===== config.mk =====
export PLATFORM = sky130hd
export DESIGN_NAME = core_debug_host_if
export DESIGN_NICKNAME = d
export VERILOG_FILES = /design/src/rtl/core_debug_host_pkg.sv /design/src/rtl/core_debug_host_tx.sv /design/src/rtl/core_debug_host_if.sv
export SDC_FILE = /design/constraint.sdc
export NUM_CORES = 1
export LEC_CHECK = 0
export CAP_MARGIN = 10
export CORE_MARGIN = 3
export CORE_UTILIZATION = 35
export DETAILED_ROUTE_END_ITERATION = 10
export GPL_TIMING_DRIVEN = 0
export PLACE_DENSITY = 0.69
export SYNTH_ARGS = -nofsm -noshare
export SYNTH_HDL_FRONTEND = slang
export SYNTH_SLANG_ARGS = --single-unit

===== constraint.sdc =====
create_clock -name iCLOCK -period 2.2 [get_ports iCLOCK]
set_input_delay 0.44 -clock iCLOCK [delete_from_list [all_inputs] [get_ports iCLOCK]]
set_output_delay 0.44 -clock iCLOCK [all_outputs]
set_load 0.05 [all_outputs]

===== src/rtl/core_debug_host_pkg.sv =====
// -----------------------------------------------------------------------------
// core_debug_host_pkg
// Shared definitions for the core debug host byte-stream front end:
//   - FSM state encoding (RX / ISSUE / WAIT / TX)
//   - response STATUS byte codes
//   - command / response frame lengths and widths
//   - helper to assemble a response frame
// No ports (package).
// -----------------------------------------------------------------------------
package core_debug_host_pkg;

    typedef enum logic [1:0] {
        ST_RX    = 2'd0,
        ST_ISSUE = 2'd1,
        ST_WAIT  = 2'd2,
        ST_TX    = 2'd3
    } state_e;

    localparam logic [7:0] STATUS_OK  = 8'hA0;
    localparam logic [7:0] STATUS_ERR = 8'hE1;
    localparam logic [7:0] STATUS_TMO = 8'hE2;

    localparam int unsigned CMD_LEN  = 6;
    localparam int unsigned RESP_LEN = 5;
    localparam int unsigned CMD_W    = CMD_LEN * 8;
    localparam int unsigned RESP_W   = RESP_LEN * 8;

    function automatic logic [RESP_W-1:0] pack_resp(input logic [7:0]  status,
                                                    input logic [31:0] data);
        return {status, data};
    endfunction

endpackage


===== src/rtl/core_debug_host_tx.sv =====
// -----------------------------------------------------------------------------
// core_debug_host_tx
// Response serialiser: loads a 40-bit response frame and shifts it out
// MSB-first, one byte per accepted handshake. Valid is owned by the top FSM
// (active_i); this block only holds the byte and reports the final accept.
// Ports:
//   clk_i      clock
//   rst_ni     asynchronous active-low reset
//   load_i     load frame_i and restart the byte counter
//   frame_i    40-bit response {STATUS, DATA[31:0]}
//   active_i   top FSM is in TX (byte is being offered)
//   ready_i    host sink ready
//   data_o     current response byte (registered)
//   done_o     last byte accepted this cycle
// -----------------------------------------------------------------------------
module core_debug_host_tx
    import core_debug_host_pkg::*;
(
    input  logic              clk_i,
    input  logic              rst_ni,
    input  logic              load_i,
    input  logic [RESP_W-1:0] frame_i,
    input  logic              active_i,
    input  logic              ready_i,
    output logic [7:0]        data_o,
    output logic              done_o
);

    logic [RESP_W-1:0] sh_q;
    logic [2:0]        cnt_q;
    logic              last;

    assign last   = (cnt_q == 3'(RESP_LEN - 1));
    assign done_o = active_i && ready_i && last;
    assign data_o = sh_q[RESP_W-1 -: 8];

    always_ff @(posedge clk_i or negedge rst_ni) begin
        if (!rst_ni) begin
            sh_q  <= '0;
            cnt_q <= '0;
        end else if (load_i) begin
            sh_q  <= frame_i;
            cnt_q <= '0;
        end else if (active_i && ready_i) begin
            sh_q  <= {sh_q[RESP_W-9:0], 8'h00};
            cnt_q <= last ? 3'd0 : cnt_q + 3'd1;
        end
    end

endmodule


===== src/rtl/core_debug_host_if.sv =====
// -----------------------------------------------------------------------------
// core_debug_host_if
// Byte-stream front end for the core debug unit. Deframes 6-byte command
// packets, issues one command on the request/busy interface, captures the
// response and returns a 5-byte {STATUS, DATA} frame.
// Optional feature macro: PROCESSOR_DEBUG_HOST_TIMEOUT_EN adds a response
// timeout (STATUS E2, DATA 0) after P_TIMEOUT_CYCLES cycles in WAIT.
// Ports:
//   iCLOCK, inRESET                       clock, async active-low reset
//   iRX_VALID/oRX_READY/iRX_DATA          host command byte channel
//   oTX_VALID/iTX_READY/oTX_DATA          host response byte channel
//   oCMD_REQ/iCMD_BUSY                    command request handshake
//   oCMD_COMMAND/oCMD_TARGET/oCMD_DATA    command fields
//   iRESP_VALID/iRESP_ERROR/iRESP_DATA    response strobe and payload
//
// state  | meaning
// -------+-----------------------------------------------------------
// RX     | accepting command bytes 0..5
// ISSUE  | oCMD_REQ high until the debug unit is not busy
// WAIT   | waiting for iRESP_VALID (or timeout when compiled in)
// TX     | sending the 5 response bytes
// -----------------------------------------------------------------------------
module core_debug_host_if
    import core_debug_host_pkg::*;
#(
    parameter int unsigned P_TIMEOUT_CYCLES = 1024
) (
    input  logic        iCLOCK,
    input  logic        inRESET,
    input  logic        iRX_VALID,
    output logic        oRX_READY,
    input  logic [7:0]  iRX_DATA,
    output logic        oTX_VALID,
    input  logic        iTX_READY,
    output logic [7:0]  oTX_DATA,
    output logic        oCMD_REQ,
    input  logic        iCMD_BUSY,
    output logic [3:0]  oCMD_COMMAND,
    output logic [11:0] oCMD_TARGET,
    output logic [31:0] oCMD_DATA,
    input  logic        iRESP_VALID,
    input  logic        iRESP_ERROR,
    input  logic [31:0] iRESP_DATA
);

    if (P_TIMEOUT_CYCLES < 2 || P_TIMEOUT_CYCLES > 65535) begin : g_bad_timeout
        $error("core_debug_host_if: P_TIMEOUT_CYCLES must be 2..65535");
    end

    state_e             state_q, state_d;
    logic [2:0]         rx_cnt_q;
    logic [CMD_W-1:0]   cmd_q;
    logic               rx_last;
    logic               resp_load;
    logic [RESP_W-1:0]  resp_frame;
    logic               tx_done;

    assign rx_last = (state_q == ST_RX) && iRX_VALID && (rx_cnt_q == 3'(CMD_LEN - 1));

    // Command register doubles as the command output register; fields only
    // move while bytes are shifted in, so they are stable from ISSUE to TX.
    assign oCMD_COMMAND = cmd_q[47:44];
    assign oCMD_TARGET  = cmd_q[43:32];
    assign oCMD_DATA    = cmd_q[31:0];

    always_ff @(posedge iCLOCK or negedge inRESET) begin
        if (!inRESET) begin
            rx_cnt_q <= '0;
            cmd_q    <= '0;
        end else if (state_q == ST_RX && iRX_VALID) begin
            cmd_q    <= {cmd_q[CMD_W-9:0], iRX_DATA};
            rx_cnt_q <= rx_last ? 3'd0 : rx_cnt_q + 3'd1;
        end
    end

`ifdef PROCESSOR_DEBUG_HOST_TIMEOUT_EN
    logic [15:0] tmo_q;
    logic        tmo_expired;

    // Held at zero in ISSUE so counting starts fresh on the first WAIT cycle.
    always_ff @(posedge iCLOCK or negedge inRESET) begin
        if (!inRESET) begin
            tmo_q <= '0;
        end else if (state_q == ST_ISSUE) begin
            tmo_q <= '0;
        end else if (state_q == ST_WAIT) begin
            tmo_q <= tmo_q + 16'd1;
        end
    end

    assign tmo_expired = (tmo_q == 16'(P_TIMEOUT_CYCLES - 1));
`endif

    // A real response has priority over a coincident timeout.
    always_comb begin
        resp_load  = 1'b0;
        resp_frame = '0;
        if (state_q == ST_WAIT) begin
            if (iRESP_VALID) begin
                resp_load  = 1'b1;
                resp_frame = pack_resp(iRESP_ERROR ? STATUS_ERR : STATUS_OK, iRESP_DATA);
            end
`ifdef PROCESSOR_DEBUG_HOST_TIMEOUT_EN
            else if (tmo_expired) begin
                resp_load  = 1'b1;
                resp_frame = pack_resp(STATUS_TMO, 32'h0);
            end
`endif
        end
    end

    core_debug_host_tx u_tx (
        .clk_i    (iCLOCK),
        .rst_ni   (inRESET),
        .load_i   (resp_load),
        .frame_i  (resp_frame),
        .active_i (state_q == ST_TX),
        .ready_i  (iTX_READY),
        .data_o   (oTX_DATA),
        .done_o   (tx_done)
    );

    always_ff @(posedge iCLOCK or negedge inRESET) begin
        if (!inRESET) begin
            state_q <= ST_RX;
        end else begin
            state_q <= state_d;
        end
    end

    always_comb begin
        state_d = state_q;
        unique case (state_q)
            ST_RX:    if (rx_last)    state_d = ST_ISSUE;
            ST_ISSUE: if (!iCMD_BUSY) state_d = ST_WAIT;
            ST_WAIT:  if (resp_load)  state_d = ST_TX;
            ST_TX:    if (tx_done)    state_d = ST_RX;
            default:                  state_d = ST_RX;
        endcase
    end

    always_comb begin
        oRX_READY = (state_q == ST_RX);
        oCMD_REQ  = (state_q == ST_ISSUE);
        oTX_VALID = (state_q == ST_TX);
    end

endmodule


# ---- After elaboration in Yosys (flattened, before gate mapping)
# Index checks and enable logic that the tools add are counted.
dict set report totals {
  register_bits 96
  latch_bits 0
  ramBits 0
  rom_bits 0
  inputBits 47
  out_inout_bits 59
  mem_count 0
}
dict set report op_classes {
  addsub 2
  mul 0
  n_div 0
  magnitude_cmp 0
  n_eq_ne 9
  shift 0
  muxes 16
  bitwise_logic 0
  reduce_logical 7
}
# operator count
set op_table {}
lappend op_table {{2-to-1 mux 40 bit} 4}
lappend op_table {{2-to-1 mux 3 bit} 4}
lappend op_table {{2-to-1 mux 2 bit} 4}
lappend op_table {{one-hot mux 2 bit (4 select lines)} 1}
lappend op_table {{2-to-1 mux 7 bit} 1}
lappend op_table {{adder 3 x 1 -> 3 bit (second input constant)} 2}
lappend op_table {{== test 3 bit (second input constant)} 2}
lappend op_table {{!= test 2 bit (second input constant)} 3}
lappend op_table {{== test 2 bit (second input constant)} 2}
lappend op_table {{logical AND 1 bit} 4}
lappend op_table {{AND reduction 4 bit} 1}
lappend op_table {{== test 2 x 1 -> 1 bit (second input constant)} 1}
lappend op_table {{zero test 2 bit} 1}
lappend op_table {{2-to-1 mux 1 bit} 2}
lappend op_table {{!= test 2 x 1 -> 1 bit (second input constant)} 1}
lappend op_table {{nonzero test 2 bit} 1}

# ---- Depth between registers and ports, before layout
dict set report logic_depth {
  word_depth 5
  mapped_depth 6
  ltp_nobuf 6
}

# ---- Cells and area by module
# A second synthesis with hierarchy kept.
dict set report hier_totals {
  cells_unflattened 420
  hier_area_um2 4708.3
}
# module n_inst cells_per_inst area_each_um2 seq_area_each_um2
set modules_own_cells {}
lappend modules_own_cells {core_debug_host_tx 1 246 2382.3 1076.0}
lappend modules_own_cells {core_debug_host_if 1 174 2326.0 1326.3}

# ---- Worst setup path before layout
# OpenSTA, ideal clock, no wires.
dict set report synth_timing {
  kind {register -> register}
  startpoint {register state_q[0]}
  endpoint {register cmd_q[10]}
  setup_time_ps 125
  arrival_ps 1732
  required_ps 2075
  path_slack_ps 344
  stages_incl_launch_ff 6
  n_path_buf 1
  synth_period_minus_slack_ps 1856
  path_cell_list {dfrtp_1 inv_1 ha_1 nand2_1 buf_2 mux2_2}
}
dict set report synth_between {
  elab_chain_cells 2
}
# item line
set synth_lines {}
lappend synth_lines {{start, declared} core_debug_host_if.sv:50} ;# state_e state_q, state_d;
lappend synth_lines {{start signal, assigned} core_debug_host_if.sv:127} ;# state_q <= state_d;
lappend synth_lines {{zero test 2 bit} -}
lappend synth_lines {{via oRX_READY} core_debug_host_if.sv:31} ;# output logic oRX_READY,
lappend synth_lines {{logical AND 1 bit} core_debug_host_if.sv:70} ;# end else if (state_q == ST_RX && iRX_VALID) begin
lappend synth_lines {{end signal, assigned} core_debug_host_if.sv:71} ;# cmd_q <= {cmd_q[CMD_W-9:0], iRX_DATA};
lappend synth_lines {{end, declared} core_debug_host_if.sv:52} ;# logic [CMD_W-1:0] cmd_q;
# The timed path passes the listed nets, and every way through them passes these cells.
# A chain may end at the register's enable or synchronous reset.

# ---- Worst setup path after layout
dict set report layout_timing {
  startpoint {register state_q[0]}
  endpoint {output port oRX_READY}
}
dict set report layout_between {
  elab_chain_cells 1
}
# item line
set layout_lines {}
lappend layout_lines {{zero test 2 bit} core_debug_host_if.sv:143} ;# oRX_READY = (state_q == ST_RX);
lappend layout_lines {{end, declared} core_debug_host_if.sv:31}
# No other way between the ends.

==> impl_metrics.csv <==
group,metric,value,unit
worst_setup_path,path_cells,"inv_1 > ha_1 > dlygate4sd2_1",
logic_synthesis,synth_flop_cell,"dfrtp_1",
global_route,track_usage,15.2,%
sta,fin_tns_setup,0,ns
logic_synthesis,synthDistinctLibCells,22,
worst_setup_path,slowest_delay,0.55,ns
worst_setup_path,crit_arrival,1.65,ns
clock_tree,clock_latency,0.34,ns
logic_synthesis,netlist_area,3980,um^2
die,core_region_area,11000,um^2
logic_synthesis,synth_area_leaders,"dfrtp_1, mux2_2, nand2_1",
layout,fillers,1012,
logic_synthesis,syn_nets,402,
worst_setup_path,crit_fanout,5,
global_route,grt_remaining_overflow,0,
logic_synthesis,yosysMostFrequentCell,"dfrtp_1",
drt,via_per_inst,4.80,
die,placementRows,38,
drt,firstDrtPassIters,4,
placed_design,place.gp.congestion,0.793,
logic_synthesis,synth_seq_cells,96,
worst_hold_path,hold_class,"input pin to async pin",
placed_design,placedCellCount,593,
clock_tree,numCtsBuffers,9,
global_route,grt_pass1_wl,15.4,mm
sta,skew,0.00646,ns
sta,period_needed,2.09,ns
clock_tree,ctsHoldBuffers,0,
worst_setup_path,cp_slowest_cell,"dlygate4sd2_1",
logic_synthesis,syn_avg_cell_area,11.5,um^2
sta,final.period_utilization,95.2,%
clock_tree,cts.path.max_buffers,2,
drt,drt_iter0_drc,124,
die,dieArea,12700,um^2
logic_synthesis,synth.top_cells.by_count,"dfrtp_1, nand2_1, mux2_2, nor2_1, a31oi_1",
clock_tree,cts.sink_count,96,
sta,setup_viol_count_final,0,
sta,whs,0.0902,ns
sta,relSlewSlack,62.0,%
die,start_util,36.2,%
drt,ant_nets,0,
sta,worstMarginPinSlew,0.569,ns
power,p_leak,2.47,nW
layout,seqCellArea,2400,um^2
power,powerDensity,1770,nW/um^2
layout,n_antenna_cell,0,
layout,postLayoutCellArea,5530,um^2
worst_setup_path,crit_path_end_kind,"output pin",
sta,max_freq,0.477,GHz
worst_setup_path,critPathBufInv,2,
global_route,grt_start_max_net_pins,55,
layout,multi_input_comb_area,1410,um^2
worst_setup_path,worstPathRequired,1.76,ns
drt,vias,2926,
layout,final_nets,519,
worst_setup_path,crit_type,"flop to output pin",
logic_synthesis,synth_enable_flop_cells,0,
die,floorplan.die.height,113,um
placed_design,place_area,5230,um^2
drt,wl_per_cell,15.1,um
clock_tree,cts_tree,"done",
layout,finalNonFillerCells,609,
power,ir_drop,1160,uV
logic_synthesis,ys_async_sr_fraction,100,%
logic_synthesis,yosysTopAreaCell,"dfrtp_1",
worst_setup_path,start_kind,"flop",
clock_tree,root_buffer,"clkbuf_16",
layout,drive_gt1_share,18.1,%
clock_tree,cts_setup_buffers,0,
drt,drc_errors,0,
global_route,grt_pass1_vias,3132,
logic_synthesis,synth_top_area_share,60.4,%
die,fp.dieW,113,um
drt,drt-total-wl,9.22,mm
worst_setup_path,crit_family,"buffers and inverters",
run_status,status,"complete, no violations",
run,maxCapViolCount,0,
global_route,antenna_found_initial,0,
sta,hold_viol_final,0,
clock_tree,htree_levels,3,
die,ios,106,
logic_synthesis,synth_warnings,0,
placed_design,io_buffers,105,
layout,fin_util,50.3,%
sta,rsz0062_at_grt,"no",
layout,area_delta_synth_final,38.9,%
logic_synthesis,netlist_instances,347,
sta,finalMaxSlewViolations,0,
placed_design,place.detailed.hpwl,6.81,mm
clock_tree,clk_pin_slew,0.07,ns
logic_synthesis,seq_area_frac_synth,60.4,%
## power breakdown
part	total, mW	switching, mW	internal (mW)
sequential	3.20	0.546	2.65
combinational	5.00	3.06	1.93
clock	1.58	0.685	0.893
## per-layer routing
layer  wire [um]  GRT usage (%)
met5           0              0
met4         107           4.65
met3         989           7.92
met2        4360           24.7
met1        3760           17.3
## sequential cells by signal, summed over array words and instances, names as in the netlist
| signal | count |
|---|---|
| u_tx.cnt_q | 3 |
| u_tx.sh_q | 40 |
| cmd_q | 48 |
| state_q | 2 |
| rx_cnt_q | 3 |
## worst paths after layout
check / from / endpoint / slack, ns / depth (start not counted)
max in group asynchronous: inRESET / cmd_q[42]$_DFFE_PN0P_ / 1.46 / 2
worst max register to register: state_q[0]$_DFFE_PN0P_ / cmd_q[27]$_DFFE_PN0P_ / 0.41 / 5
worst max-delay path: state_q[0]$_DFFE_PN0P_ / oRX_READY / 0.11 / 3
min in group iCLOCK: u_tx.sh_q[39]$_DFFE_PN0P_ / u_tx.sh_q[39]$_DFFE_PN0P_ / 0.50 / 2
worst min register to register: u_tx.sh_q[39]$_DFFE_PN0P_ / u_tx.sh_q[39]$_DFFE_PN0P_ / 0.50 / 2
worst min-delay path: inRESET / cmd_q[15]$_DFFE_PN0P_ / 0.09 / 1
## through the flow
step | power, mW | setup slack [ns]
4_1_cts | 9.90 | 0.0846
2_1_floorplan | 6.62 | 0.344
6_report | 9.77 | 0.106
3_3_place_gp | 8.14 | -2.75
3_5_place_dp | 8.28 | 0.170
5_1_grt | 10.4 | 0.0177
## cells by family (layout without fill, tap and decap cells)
| group | count (synthesis) | after routing | synth area share (%) |
|---|---|---|---|
| flip-flops | 96 | 96 | 60.4 |
| multiplexers | 49 | 49 | 13.9 |
| AO/OA/AOI/OAI | 50 | 50 | 8.17 |
| buffers and inverters | 33 | 155 | 4.18 |
| AND/OR/NAND/NOR | 111 | 111 | 10.9 |
| adder cells (fa/ha/maj) | 8 | 8 | 2.52 |
## area by class of cell
| class | instances | share of cell area (%) |
|---|---|---|
| Sequential cell | 96 | 43.4 |
| Tap cell | 140 | 3.17 |
| Multi-Input combinational cell | 218 | 25.5 |
| Buffer | 27 | 2.60 |
| Clock inverter | 7 | 1.38 |
| Clock buffer | 9 | 4.07 |
| Inverter | 6 | 0.407 |
| Timing Repair Buffer | 106 | 19.4 |
## placed cells by master (no fill, tap or decap)
cell,synthesis,final
inv_8,0,1
a22o_1,8,8
a21oi_1,7,7
a21o_1,1,1
clkbuf_16,0,9
inv_1,6,6
nor2_2,1,1
buf_2,10,10
clkbuf_1,9,9
nor2_1,29,29
clkinvlp_4,0,1
a211oi_1,1,1
ha_1,8,8
a222oi_1,1,1
nand3_1,5,5
a22oi_1,1,1
dfrtp_1,96,96
mux2_1,1,1
bufinv_16,0,1
buf_16,0,1
dlygate4sd2_1,0,3
o21ai_0,5,5
mux2_2,48,48
inv_6,0,2
a31oi_1,26,26
buf_4,8,9
nand3b_1,1,1
and2_1,2,2
clkinv_2,0,2
clkdlybuf4s50_1,0,101
nand2_1,73,73
## timing repair
| action | 4_1_cts | 5_1_grt |
|---|---|---|
| endpoints found under the setup margin | 3 | 0 |
| gates resized for setup | 3 | 0 |
| hold endpoints to repair | 0 | 0 |
No activity file was read; power rests on OpenSTA's default activity.
